## src/rtl/arith_pkg.sv

```systemverilog
// Shared constants and result types for the small arithmetic leaf cells.
package arith_pkg;

   localparam int DEFAULT_WIDTH = 1;
   localparam int MAX_WIDTH     = 64;

   // Sized to the widest legal operand so any leaf can carry its result in it
   typedef struct packed {
      logic                 carry_out;
      logic                 overflow;
      logic [MAX_WIDTH-1:0] sum;
   } sum_result;

endpackage

```

## src/rtl/adder_unit_if.sv

```systemverilog
// Operand/result bundle between a requester and an adder_unit.
interface adder_unit_if #(
   parameter int WIDTH = 1
);

   logic             in_valid;
   logic [WIDTH-1:0] addend_a;
   logic [WIDTH-1:0] addend_b;
   logic             carry_in;
   logic [WIDTH-1:0] sum_c;
   logic             carry_out;
   logic             overflow;
   logic             out_valid;

   modport master (
      output in_valid, addend_a, addend_b, carry_in,
      input  sum_c, carry_out, overflow, out_valid
   );

   modport slave (
      input  in_valid, addend_a, addend_b, carry_in,
      output sum_c, carry_out, overflow, out_valid
   );

endinterface

```

## src/rtl/adder_unit_full_adder_cell.sv

```systemverilog
// One bit of the ripple-carry chain.
module full_adder_cell (
   input  logic a,
   input  logic b,
   input  logic cin,
   output logic s,
   output logic cout
);

   logic half_sum;

   assign half_sum = a ^ b;
   assign s        = half_sum ^ cin;
   assign cout     = (a & b) | (cin & half_sum);

endmodule

```

## src/rtl/adder_unit.sv

```systemverilog
// Registered WIDTH-bit ripple adder with carry-out and signed-overflow flags.
module adder_unit
   import arith_pkg::*;
#(
   parameter int WIDTH = DEFAULT_WIDTH
) (
   input logic       clk,
   input logic       rst,
   adder_unit_if.slave bus
);

   logic [WIDTH:0]   carry;
   logic [WIDTH-1:0] sum_next;

   logic [WIDTH-1:0] sum_q;
   logic             carry_q;
   logic             overflow_q;
   logic             valid_q;

   assign carry[0] = bus.carry_in;

   for (genvar i = 0; i < WIDTH; i++) begin : g_cell
      full_adder_cell u_cell (
         .a    (bus.addend_a[i]),
         .b    (bus.addend_b[i]),
         .cin  (carry[i]),
         .s    (sum_next[i]),
         .cout (carry[i+1])
      );
   end

   // Result registers only load on accepted operands so idle-cycle garbage never reaches them
   always_ff @(posedge clk) begin
      if (rst) begin
         sum_q      <= '0;
         carry_q    <= 1'b0;
         overflow_q <= 1'b0;
         valid_q    <= 1'b0;
      end else if (bus.in_valid) begin
         sum_q      <= sum_next;
         carry_q    <= carry[WIDTH];
         overflow_q <= carry[WIDTH] ^ carry[WIDTH-1];
         valid_q    <= 1'b1;
      end else begin
         valid_q    <= 1'b0;
      end
   end

   assign bus.sum_c     = sum_q;
   assign bus.carry_out = carry_q;
   assign bus.overflow  = overflow_q;
   assign bus.out_valid = valid_q;

endmodule

```

## src/flat_wrapper.sv

```systemverilog
// flat-port wrapper written by rule: the top's interface ports become plain ports
module adder_unit_flat import arith_pkg::*;
#(
   parameter int WIDTH = DEFAULT_WIDTH
)
  (clk, rst, bus_in_valid, bus_addend_a, bus_addend_b, bus_carry_in, bus_sum_c, bus_carry_out, bus_overflow, bus_out_valid);
  adder_unit_if #(.WIDTH(WIDTH)) bus_i ();
  input logic clk;
  input logic rst;
  input wire logic [$bits(bus_i.in_valid)-1:0] bus_in_valid;
  input wire logic [$bits(bus_i.addend_a)-1:0] bus_addend_a;
  input wire logic [$bits(bus_i.addend_b)-1:0] bus_addend_b;
  input wire logic [$bits(bus_i.carry_in)-1:0] bus_carry_in;
  output wire logic [$bits(bus_i.sum_c)-1:0] bus_sum_c;
  output wire logic [$bits(bus_i.carry_out)-1:0] bus_carry_out;
  output wire logic [$bits(bus_i.overflow)-1:0] bus_overflow;
  output wire logic [$bits(bus_i.out_valid)-1:0] bus_out_valid;
  assign bus_i.in_valid = bus_in_valid;
  assign bus_i.addend_a = bus_addend_a;
  assign bus_i.addend_b = bus_addend_b;
  assign bus_i.carry_in = bus_carry_in;
  assign bus_sum_c = bus_i.sum_c;
  assign bus_carry_out = bus_i.carry_out;
  assign bus_overflow = bus_i.overflow;
  assign bus_out_valid = bus_i.out_valid;
  adder_unit #(.WIDTH(WIDTH)) u_core (.clk(clk), .rst(rst), .bus(bus_i));
endmodule
```

## config.mk

```make
export PLATFORM = sky130hd
export DESIGN_NAME = adder_unit_flat
export DESIGN_NICKNAME = d
export VERILOG_FILES = /design/src/rtl/arith_pkg.sv /design/src/rtl/adder_unit_if.sv /design/src/rtl/adder_unit_full_adder_cell.sv /design/src/rtl/adder_unit.sv /design/src/flat_wrapper.sv
export SDC_FILE = /design/constraint.sdc
export NUM_CORES = 1
export LEC_CHECK = 0
export ABC_AREA = 1
export BUFFER_PORTS_ARGS = -buffer_cell sky130_fd_sc_hd__buf_4
export CELL_PAD_IN_SITES_DETAIL_PLACEMENT = 1
export CELL_PAD_IN_SITES_GLOBAL_PLACEMENT = 1
export CORE_AREA = 10 10 47 49
export CTS_CLUSTER_SIZE = 14
export DETAILED_ROUTE_END_ITERATION = 10
export DIE_AREA = 0 0 57 59
export GPL_TIMING_DRIVEN = 0
export PLACE_DENSITY_LB_ADDON = 0.1
export SYNTH_ARGS = -nofsm -noshare
export SYNTH_HDL_FRONTEND = slang
export SYNTH_SLANG_ARGS = --single-unit
export TNS_END_PERCENT = 30
```

## constraint.sdc

```tcl
create_clock -name clk -period 1.5 [get_ports clk]
set_input_delay 0.3 -clock clk [delete_from_list [all_inputs] [get_ports clk]]
set_output_delay 0.3 -clock clk [all_outputs]
set_load 0.01 [all_outputs]
```

==> insert_results.sql, run 1 <==
INSERT INTO impl_metrics (metric_group, metric, value, unit) VALUES
('synth', 'synth.cell_area', '170', 'um^2'),
('final_layout', 'numnets_final', '43', ''),
('final_layout', 'instances_no_fill', '50', ''),
('sta', 'final_max_slew_viol_count', '0', ''),
('critical_path', 'crit_required', '1.63', 'ns'),
('pwr', 'sequentialPowerShare', '0.392', ''),
('clock_network', 'ctsHoldBuffers', '0', ''),
('critical_path', 'critical_path_arrival', '1.13', 'ns'),
('global_routing', 'antenna_found_initial', '0', ''),
('final_layout', 'ratio_of_cells_with_drive_above_1_in_the_final_layout', '0.382', ''),
('clock_network', 'clock_insertion_delay_worst_skew', '0.23', 'ns'),
('detailed_routing', 'total_wirelength_of_the_detailed_routed_design', '482', 'um'),
('detailed_routing', 'route.vias.total', '175', ''),
('place', 'place.gp.congestion', '0.593', ''),
('clock_network', 'clkSinkCount', '4', ''),
('global_routing', 'overflow', '0', ''),
('synth', 'ys_ff_latch', '4', ''),
('detailed_routing', 'detail_route.drc_violations', '0', ''),
('global_routing', 'largest_net_degree_at_the_start_of_global_routing', '6', ''),
('synth', 'synth.yosys.seq_area_share', '0.471', ''),
('sta', 'period_minus_slack', '1.01', 'ns'),
('final_layout', 'finalInstanceArea', '280', 'um^2'),
('place', 'dp_hpwl', '396', 'um'),
('place', 'dp_worst_setup_slack', '0.249', 'ns'),
('sta', 'whs', '0.265', 'ns'),
('run', 'maxCapViolations', '0', ''),
('clock_network', 'clock-root-buffer', 'clkbuf_4', ''),
('clock_network', 'post-cts-setup-buffers', '0', ''),
('sta', 'fmax', '995', 'MHz'),
('sta', 'layout_worst_path_cycle_share', '0.670', ''),
('clock_network', 'tritoncts.num_buffers', '3', ''),
('pwr', 'switching_share', '0.231', ''),
('detailed_routing', 'highest-signal-layer', 'met4', ''),
('critical_path', 'critical_path.startpoint_type', 'input pin', ''),
('global_routing', 'global_route_wire_length_before_repair', '821', 'um'),
('detailed_routing', 'post_drt_via_cell_ratio', '3.50', ''),
('final_layout', 'layout-area-overhead-vs-synth', '64.7', '%'),
('place', 'dpl-instance-area', '258', 'um^2'),
('detailed_routing', 'drtAntennaViolNets', '0', ''),
('sta', 'setup_viol_count_final', '0', ''),
('pwr', 'internal_power', '0.230', 'mW'),
('floorplanning', 'boundaryPins', '10', ''),
('clock_network', 'cts_buffer_depth', '2', ''),
('final_layout', 'utilization', '0.200', ''),
('floorplanning', 'die_height', '59', 'um'),
('final_layout', 'diodes', '0', ''),
('sta', 'grt_setup_unrepaired', 'no', ''),
('detailed_routing', 'drt_iter0_drc', '2', ''),
('floorplanning', 'initial_core_util', '0.121', ''),
('min_path', 'holdCritPathClass', 'input pin to flop', ''),
('outcome', 'run_status', 'complete, no violations', ''),
('floorplanning', 'core', '1400', 'um^2'),
('floorplanning', 'full_die_area', '3360', 'um^2'),
('synth', 'synthDistinctLibCells', '8', ''),
('synth', 'synthesis.yosys.warnings', '0', ''),
('pwr', 'power.total', '0.300', 'mW'),
('clock_network', 'clock_tree_from_tritoncts', 'built', ''),
('sta', 'timing_worst_slew_pin_value', '0.126', 'ns'),
('critical_path', 'path_class', 'input pin to flop', ''),
('critical_path', 'endpoint_kind', 'flop', ''),
('clock_network', 'clock_pin_slew_of_the_registers_on_the_worst_case_setup_and_hold_paths', '0.04', 'ns'),
('sta', 'timing.max_slew.rel_slack', '0.916', ''),
('synth', 'synth_top_area_share', '0.471', ''),
('sta', 'post-route-worst-setup-slack', '0.495', 'ns'),
('pwr', 'p_per_area', '1070', 'nW/um^2'),
('floorplanning', 'die_w', '57', 'um'),
('detailed_routing', 'detailroute.wirelength.met3', '58', 'um'),
('sta', 'finalHoldViolations', '0', ''),
('pwr', 'power_frac_comb', '0.168', ''),
('pwr', 'power_leakage', '0.147', 'nW'),
('floorplanning', 'std_cell_rows', '14', '');
==> area by class of cell <==
type	count	area, um^2
inverters	4	15.0
fillers	187	1120
repair buffers	9	67.6
multi-input cells	14	75.1
flip-flops and latches	4	80.1
well taps	16	20.0
clock buffers	3	22.5
==> state kept, by name (all words and copies together) (netlist names) <==
signal and cells:
u_core.bus.overflow 1, u_core.bus.out_valid 1, u_core.bus.carry_out 1, u_core.bus.sum_c 1
==> cell families (layout without fill, tap and decap cells) <==
family	count (synthesis)	after routing	synth area share
compound gates	2	2	0.0588
fa+ha+maj	1	1	0.118
buf+inv	4	16	0.0882
simple gates	11	11	0.265
flops	4	4	0.471
==> worst max-delay path, stage by stage <==
cell	delay, ns
buf_4	0.12
fa_1	0.47
nand2_1	0.09
nand3_1	0.06
nand2_1	0.06
inv_1	0.03
==> path summary, 6_finish.rpt <==
| kind | from | cells past startpoint | slack (ns) | end |
|---|---|---|---|---|
| setup / recovery | bus_carry_in | 6 | 0.49 | u_core.bus.overflow |
| hold / removal | rst | 2 | 0.26 | u_core.bus.carry_out |
| setup reg to reg | u_core.bus.overflow | 4 | 0.84 | u_core.bus.overflow |
| hold reg to reg | u_core.bus.sum_c | 2 | 0.46 | u_core.bus.sum_c |
==> power groups by stage <==
stage	Sequential (mW)	Combinational, mW	Clock (mW)
floorplan	0.123	0.0173	0
global placement	0.119	0.0511	0
detailed placement	0.119	0.0516	0
CTS	0.118	0.0518	0.141
global route	0.119	0.0576	0.150
finish	0.117	0.0504	0.132
==> cell usage after synthesis <==
master / count
nor2_1: 2
inv_1: 4
fa_1: 1
nand2_1: 7
nand3_1: 1
nor2_2: 1
dfxtp_1: 4
a21oi_1: 2
==> placed cells by master (no fill, tap or decap) <==
cell type,instances
a21oi_1,2
buf_4,9
clkbuf_4,3
dfxtp_1,4
fa_1,1
inv_1,4
nand2_1,7
nand3_1,1
nor2_1,2
nor2_2,1
==> routing by layer <==
layer | up-vias | GRT usage
met1 | 74 | 0.0321
met4 | 0 | 0.0604
met2 | 9 | 0.0372
met5 | - | 0
li1 | 90 | -
met3 | 2 | 0.0236
(Power assumes the default switching activity.)
==> inputs of run 2 (changes only) <==
==> constraint.sdc (replaced) <==
create_clock -name clk -period 0.8 [get_ports clk]
set_input_delay 0.16 -clock clk [delete_from_list [all_inputs] [get_ports clk]]
set_output_delay 0.16 -clock clk [all_outputs]
set_load 0.01 [all_outputs]
==> insert_results.sql, run 2 (same netlist as run 1, synthesis figures left out) <==
INSERT INTO impl_metrics (metric_group, metric, value, unit) VALUES
('outcome', 'run_status', 'finished, violations left', ''),
('outcome', 'failed_checks', 'setup timing', ''),
('sta', 'layout_worst_path_cycle_share', '1.02', ''),
('sta', 'fmax', '1220', 'MHz'),
('sta', 'clock_skew', '0', 'ns'),
('detailed_routing', 'detailroute.wirelength.met3', '60', 'um'),
('clock_network', 'clkSinkCount', '4', ''),
('detailed_routing', 'detailroute.wirelength.met2', '190', 'um'),
('global_routing', 'globalRouteTotalUtil', '0.0376', ''),
('floorplanning', 'boundaryPins', '10', ''),
('sta', 'post-route-worst-setup-slack', '-0.0183', 'ns'),
('run', 'maxCapViolations', '0', ''),
('final_layout', 'mostFrequentLayoutCells', 'nand2_1 (7), buf_4 (7), inv_1 (4), buf_6 (4), dfxtp_2 (4)', ''),
('floorplanning', 'die_w', '57', 'um'),
('critical_path', 'endpoint_kind', 'primary output', ''),
('detailed_routing', 'post_drt_via_cell_ratio', '3.54', ''),
('critical_path', 'crit_family', 'flip-flops', ''),
('sta', 'setup_viol_count_final', '5', ''),
('final_layout', 'layout-area-overhead-vs-synth', '89.0', '%'),
('detailed_routing', 'drtAntennaViolNets', '0', ''),
('pwr', 'power_leakage', '0.161', 'nW'),
('sta', 'final_max_slew_viol_count', '0', ''),
('global_routing', 'largest_net_degree_at_the_start_of_global_routing', '6', ''),
('global_routing', 'global_route_wire_length_before_repair', '897', 'um'),
('detailed_routing', 'drt_first_pass_iters', '1', ''),
('place', 'place.gp.congestion', '0.612', ''),
('final_layout', 'instances_no_fill', '52', ''),
('final_layout', 'seqCellArea', '85.1', 'um^2'),
('detailed_routing', 'detail_route.drc_violations', '0', ''),
('sta', 'timing.max_slew.rel_slack', '0.924', ''),
('place', 'dp.cells', '47', ''),
('pwr', 'vdd_drop_max', '0.339', 'mV'),
('clock_network', 'clock_pin_slew_of_the_registers_on_the_worst_case_setup_and_hold_paths', '0.04', 'ns'),
('detailed_routing', 'drt_iter0_drc', '0', ''),
('sta', 'grt_setup_unrepaired', 'yes', ''),
('critical_path', 'cpPeakStageDelay', '0.31', 'ns'),
('floorplanning', 'full_die_area', '3360', 'um^2'),
('pwr', 'p_per_area', '1830', 'nW/um^2'),
('global_routing', 'via_count_of_the_first_global_routing_pass', '226', ''),
('detailed_routing', 'highest-signal-layer', 'met4', ''),
('sta', 'timing_worst_slew_pin_value', '0.113', 'ns'),
('sta', 'period_minus_slack', '0.818', 'ns'),
('sta', 'finalHoldViolations', '0', ''),
('critical_path', 'peak_fanout_along_the_critical_path', '2', ''),
('clock_network', 'clock-root-buffer', 'clkbuf_4', ''),
('critical_path', 'critical_path_arrival', '0.66', 'ns'),
('place', 'dp_worst_setup_slack', '-0.261', 'ns'),
('clock_network', 'htreeDepth', '1', ''),
('min_path', 'holdCritPathClass', 'input pin to flop', ''),
('clock_network', 'tritoncts.num_buffers', '3', ''),
('final_layout', 'ratio_of_cells_with_drive_above_1_in_the_final_layout', '0.583', ''),
('clock_network', 'cts_buffer_depth', '2', ''),
('detailed_routing', 'route.vias.total', '184', ''),
('place', 'port_buffers', '9', ''),
('global_routing', 'antenna_found_initial', '0', ''),
('final_layout', 'diodes', '0', ''),
('final_layout', 'fillCellCount', '173', ''),
('detailed_routing', 'total_wirelength_of_the_detailed_routed_design', '499', 'um'),
('detailed_routing', 'route.layer.met1.wl', '224', 'um'),
('critical_path', 'buffering_stage_count_on_the_worst_path_with_inverters_included', '1', ''),
('detailed_routing', 'route.detailed.wl_per_inst', '9.60', 'um'),
('floorplanning', 'core', '1400', 'um^2'),
('clock_network', 'clock_tree_from_tritoncts', 'built', ''),
('critical_path', 'critical_path.startpoint_type', 'flop', ''),
('floorplanning', 'die_height', '59', 'um'),
('global_routing', 'overflow', '0', ''),
('critical_path', 'cp_cell_sequence', 'buf_6', ''),
('critical_path', 'cpMaxStageDelayCell', 'dfxtp_2', ''),
('critical_path', 'path_class', 'flop to primary output', ''),
('clock_network', 'clock_insertion_delay_worst_skew', '0.23', 'ns'),
('final_layout', 'multiInputGateArea', '81.3', 'um^2'),
('floorplanning', 'initial_core_util', '0.121', ''),
('clock_network', 'ctsHoldBuffers', '0', ''),
('final_layout', 'numnets_final', '45', ''),
('floorplanning', 'std_cell_rows', '14', ''),
('critical_path', 'crit_required', '0.64', 'ns');
[run 2: area by class of cell]
cell class | count | share of cell area
timing repair buffer | 11 | 0.304
inverter | 4 | 0.0467
tap | 16 | 0.0623
multi-input combinational | 14 | 0.253
sequential | 4 | 0.265
clock buffer | 3 | 0.0700
[run 2: what timing repair did]
item / in CTS / in global routing
endpoints found under the hold margin: 0 / 0
resized for setup: 7 / 2
setup endpoints to repair: 5 / 6
setup buffers: 0 / 2
pin swaps: 0 / 2
[run 2: worst paths after layout]
kind	start	endpoint	slack, ns	cells past startpoint
max	u_core.bus.overflow	bus_overflow	-0.02	1
min	rst	u_core.bus.sum_c	0.11	2
max reg2reg	u_core.bus.sum_c	u_core.bus.sum_c	0.13	3
min reg2reg	u_core.bus.carry_out	u_core.bus.carry_out	0.46	2
[run 2: per-stage QoR]
stage                     power, mW  TNS, ns  hold WS, ns   util  area [um^2]
final                         0.588  -0.0664        0.114  0.229          322
after global routing          0.632   -0.253        0.118  0.229          322
after CTS                     0.597   -0.137        0.111  0.215          302
after detailed placement      0.323   -0.659        0.365  0.186          260
after global placement        0.320   -0.623        0.363  0.186          260
after floorplan               0.263   -0.143        0.229      -          173
[run 2: metal layers]
layer	vias up	track usage
li1	93	-
met1	77	0.0322
met2	12	0.0465
met3	2	0.0193
met4	0	0.0705
met5	-	0
[run 2: report_power, final]
part	switching, mW	leakage (nW)	total, mW	internal (mW)
clock	0.0776	0.0138	0.245	0.167
sequential	0.00839	0.0344	0.226	0.218
combinational	0.0482	0.113	0.117	0.0684
==> inputs of run 3 (changes only) <==
--- a/config.mk
+++ b/config.mk
@@ -15,6 +15,7 @@
 export DIE_AREA = 0 0 57 59
 export GPL_TIMING_DRIVEN = 0
 export PLACE_DENSITY_LB_ADDON = 0.1
+export REMOVE_ABC_BUFFERS = 1
 export SYNTH_ARGS = -nofsm -noshare
 export SYNTH_HDL_FRONTEND = slang
 export SYNTH_SLANG_ARGS = --single-unit
==> insert_results.sql, run 3 (same netlist as run 1, synthesis figures left out) <==
INSERT INTO impl_metrics (metric_group, metric, value, unit) VALUES
('outcome', 'run_status', 'finished, violations left', ''),
('outcome', 'failed_checks', 'setup timing', ''),
('sta', 'timing_worst_slew_pin_value', '0.117', 'ns'),
('final_layout', 'fillCellCount', '186', ''),
('detailed_routing', 'detail_route.drc_violations', '0', ''),
('floorplanning', 'initial_core_util', '0.121', ''),
('sta', 'setup_viol_count_final', '5', ''),
('clock_network', 'post-cts-setup-buffers', '0', ''),
('critical_path', 'peak_fanout_along_the_critical_path', '2', ''),
('floorplanning', 'std_cell_rows', '14', ''),
('sta', 'clock_skew', '0', 'ns'),
('clock_network', 'tritoncts.num_buffers', '3', ''),
('detailed_routing', 'drtAntennaViolNets', '0', ''),
('final_layout', 'seqCellArea', '85.1', 'um^2'),
('run', 'maxCapViolations', '0', ''),
('clock_network', 'ctsHoldBuffers', '0', ''),
('critical_path', 'buffering_stage_count_on_the_worst_path_with_inverters_included', '1', ''),
('place', 'dpl-instance-area', '258', 'um^2'),
('sta', 'period_minus_slack', '0.818', 'ns'),
('final_layout', 'mostFrequentLayoutCells', 'nand2_1 (7), buf_6 (5), inv_1 (4), buf_4 (4), dfxtp_2 (4)', ''),
('sta', 'finalHoldViolations', '0', ''),
('global_routing', 'largest_net_degree_at_the_start_of_global_routing', '6', ''),
('clock_network', 'clock_pin_slew_of_the_registers_on_the_worst_case_setup_and_hold_paths', '0.04', 'ns'),
('floorplanning', 'die_w', '57', 'um'),
('place', 'dp_worst_setup_slack', '-0.311', 'ns'),
('min_path', 'holdCritPathClass', 'input pin to flop', ''),
('sta', 'layout_worst_path_cycle_share', '1.02', ''),
('critical_path', 'cp_num_cells', '1', ''),
('final_layout', 'multiInputGateArea', '81.3', 'um^2'),
('critical_path', 'critical_path.startpoint_type', 'flop', ''),
('critical_path', 'path_class', 'flop to primary output', ''),
('critical_path', 'endpoint_kind', 'primary output', ''),
('clock_network', 'cts_buffer_depth', '2', ''),
('detailed_routing', 'total_wirelength_of_the_detailed_routed_design', '480', 'um'),
('pwr', 'power.total', '0.581', 'mW'),
('critical_path', 'cpPeakStageDelay', '0.31', 'ns'),
('floorplanning', 'full_die_area', '3360', 'um^2'),
('global_routing', 'antenna_found_initial', '0', ''),
('sta', 'final_max_slew_viol_count', '0', ''),
('pwr', 'p_per_area', '1870', 'nW/um^2'),
('critical_path', 'critical_path_arrival', '0.66', 'ns'),
('sta', 'timing.max_slew.rel_slack', '0.922', ''),
('sta', 'fmax', '1220', 'MHz'),
('final_layout', 'numnets_final', '43', ''),
('final_layout', 'utilization', '0.221', ''),
('detailed_routing', 'post_drt_via_cell_ratio', '3.58', ''),
('place', 'port_buffers', '9', ''),
('place', 'dp.cells', '47', ''),
('pwr', 'power_leakage', '0.152', 'nW'),
('detailed_routing', 'drt_first_pass_iters', '4', ''),
('floorplanning', 'boundaryPins', '10', ''),
('sta', 'whs', '0.112', 'ns'),
('final_layout', 'finalInstanceArea', '310', 'um^2'),
('final_layout', 'instances_no_fill', '50', ''),
('sta', 'setup_tns', '-0.0496', 'ns'),
('critical_path', 'crit_family', 'flip-flops', ''),
('final_layout', 'ratio_of_cells_with_drive_above_1_in_the_final_layout', '0.559', ''),
('critical_path', 'cp_cell_sequence', 'buf_6', ''),
('pwr', 'vdd_drop_max', '0.360', 'mV'),
('place', 'dp_hpwl', '396', 'um'),
('critical_path', 'crit_required', '0.64', 'ns'),
('clock_network', 'clkSinkCount', '4', ''),
('final_layout', 'diodes', '0', ''),
('sta', 'post-route-worst-setup-slack', '-0.0175', 'ns'),
('clock_network', 'clock_insertion_delay_worst_skew', '0.23', 'ns'),
('detailed_routing', 'drt_iter0_drc', '2', ''),
('clock_network', 'htreeDepth', '1', ''),
('min_path', 'worstHoldPathCells', '2', ''),
('place', 'place.gp.congestion', '0.593', ''),
('critical_path', 'cpMaxStageDelayCell', 'dfxtp_2', ''),
('final_layout', 'layout-area-overhead-vs-synth', '82.4', '%'),
('global_routing', 'globalRouteTotalUtil', '0.0346', ''),
('final_layout', 'mostFrequentLayoutCell', 'nand2_1', ''),
('detailed_routing', 'route.detailed.wl_per_inst', '9.60', 'um'),
('clock_network', 'clock-root-buffer', 'clkbuf_4', ''),
('global_routing', 'global_route_wire_length_before_repair', '821', 'um'),
('clock_network', 'clock_tree_from_tritoncts', 'built', ''),
('critical_path', 'worstRegToRegCells', '4', ''),
('sta', 'grt_setup_unrepaired', 'yes', ''),
('global_routing', 'via_count_of_the_first_global_routing_pass', '203', ''),
('floorplanning', 'die_height', '59', 'um'),
('global_routing', 'overflow', '0', ''),
('floorplanning', 'core', '1400', 'um^2'),
('detailed_routing', 'route.vias.total', '179', '');
[run 3: cell types whose count changed in the layout (fill, tap and decap cells not counted)]
cell / previous run / this run
buf_6: 4 / 5
buf_4: 7 / 4
[run 3: worst reg2reg max path, cell delays in order (launching register included)]
cell	delay, ns
dfxtp_2	0.31
nor2_1	0.12
nor2_2	0.04
nand2_1	0.05
inv_1	0.03
[run 3: timing repair]
action,CTS,global route
setup endpoints to repair,6,6
pin swaps,3,0
resized for setup,7,4
[run 3: path summary, 6_finish.rpt]
check                               to  slack, ns            startpoint
setup / recovery         bus_carry_out      -0.02  u_core.bus.carry_out
hold / removal        u_core.bus.sum_c       0.11                   rst
setup reg to reg   u_core.bus.overflow       0.13   u_core.bus.overflow
hold reg to reg   u_core.bus.carry_out       0.46  u_core.bus.carry_out
[run 3: layout make-up]
cell class,count,area share
multi-input combinational,14,0.262
clock buffer,3,0.0726
inverter,4,0.0484
sequential,4,0.274
tap,16,0.0645
timing repair buffer,9,0.278
[run 3: where the power goes]
part           switching [mW]  total (mW)  leakage, nW  internal (mW)
clock network          0.0783       0.246       0.0138          0.168
registers             0.00831       0.226       0.0344          0.217
logic                  0.0475       0.109        0.104         0.0619
total                   0.134       0.581        0.152          0.447
[run 3: routing by layer]
layer,track usage,share of wire,vias up
met5,0,0,-
met4,0.0604,0.048,0
met3,0.0236,0.12,2
met2,0.0403,0.41,9
met1,0.0298,0.42,78
li1,-,-,90
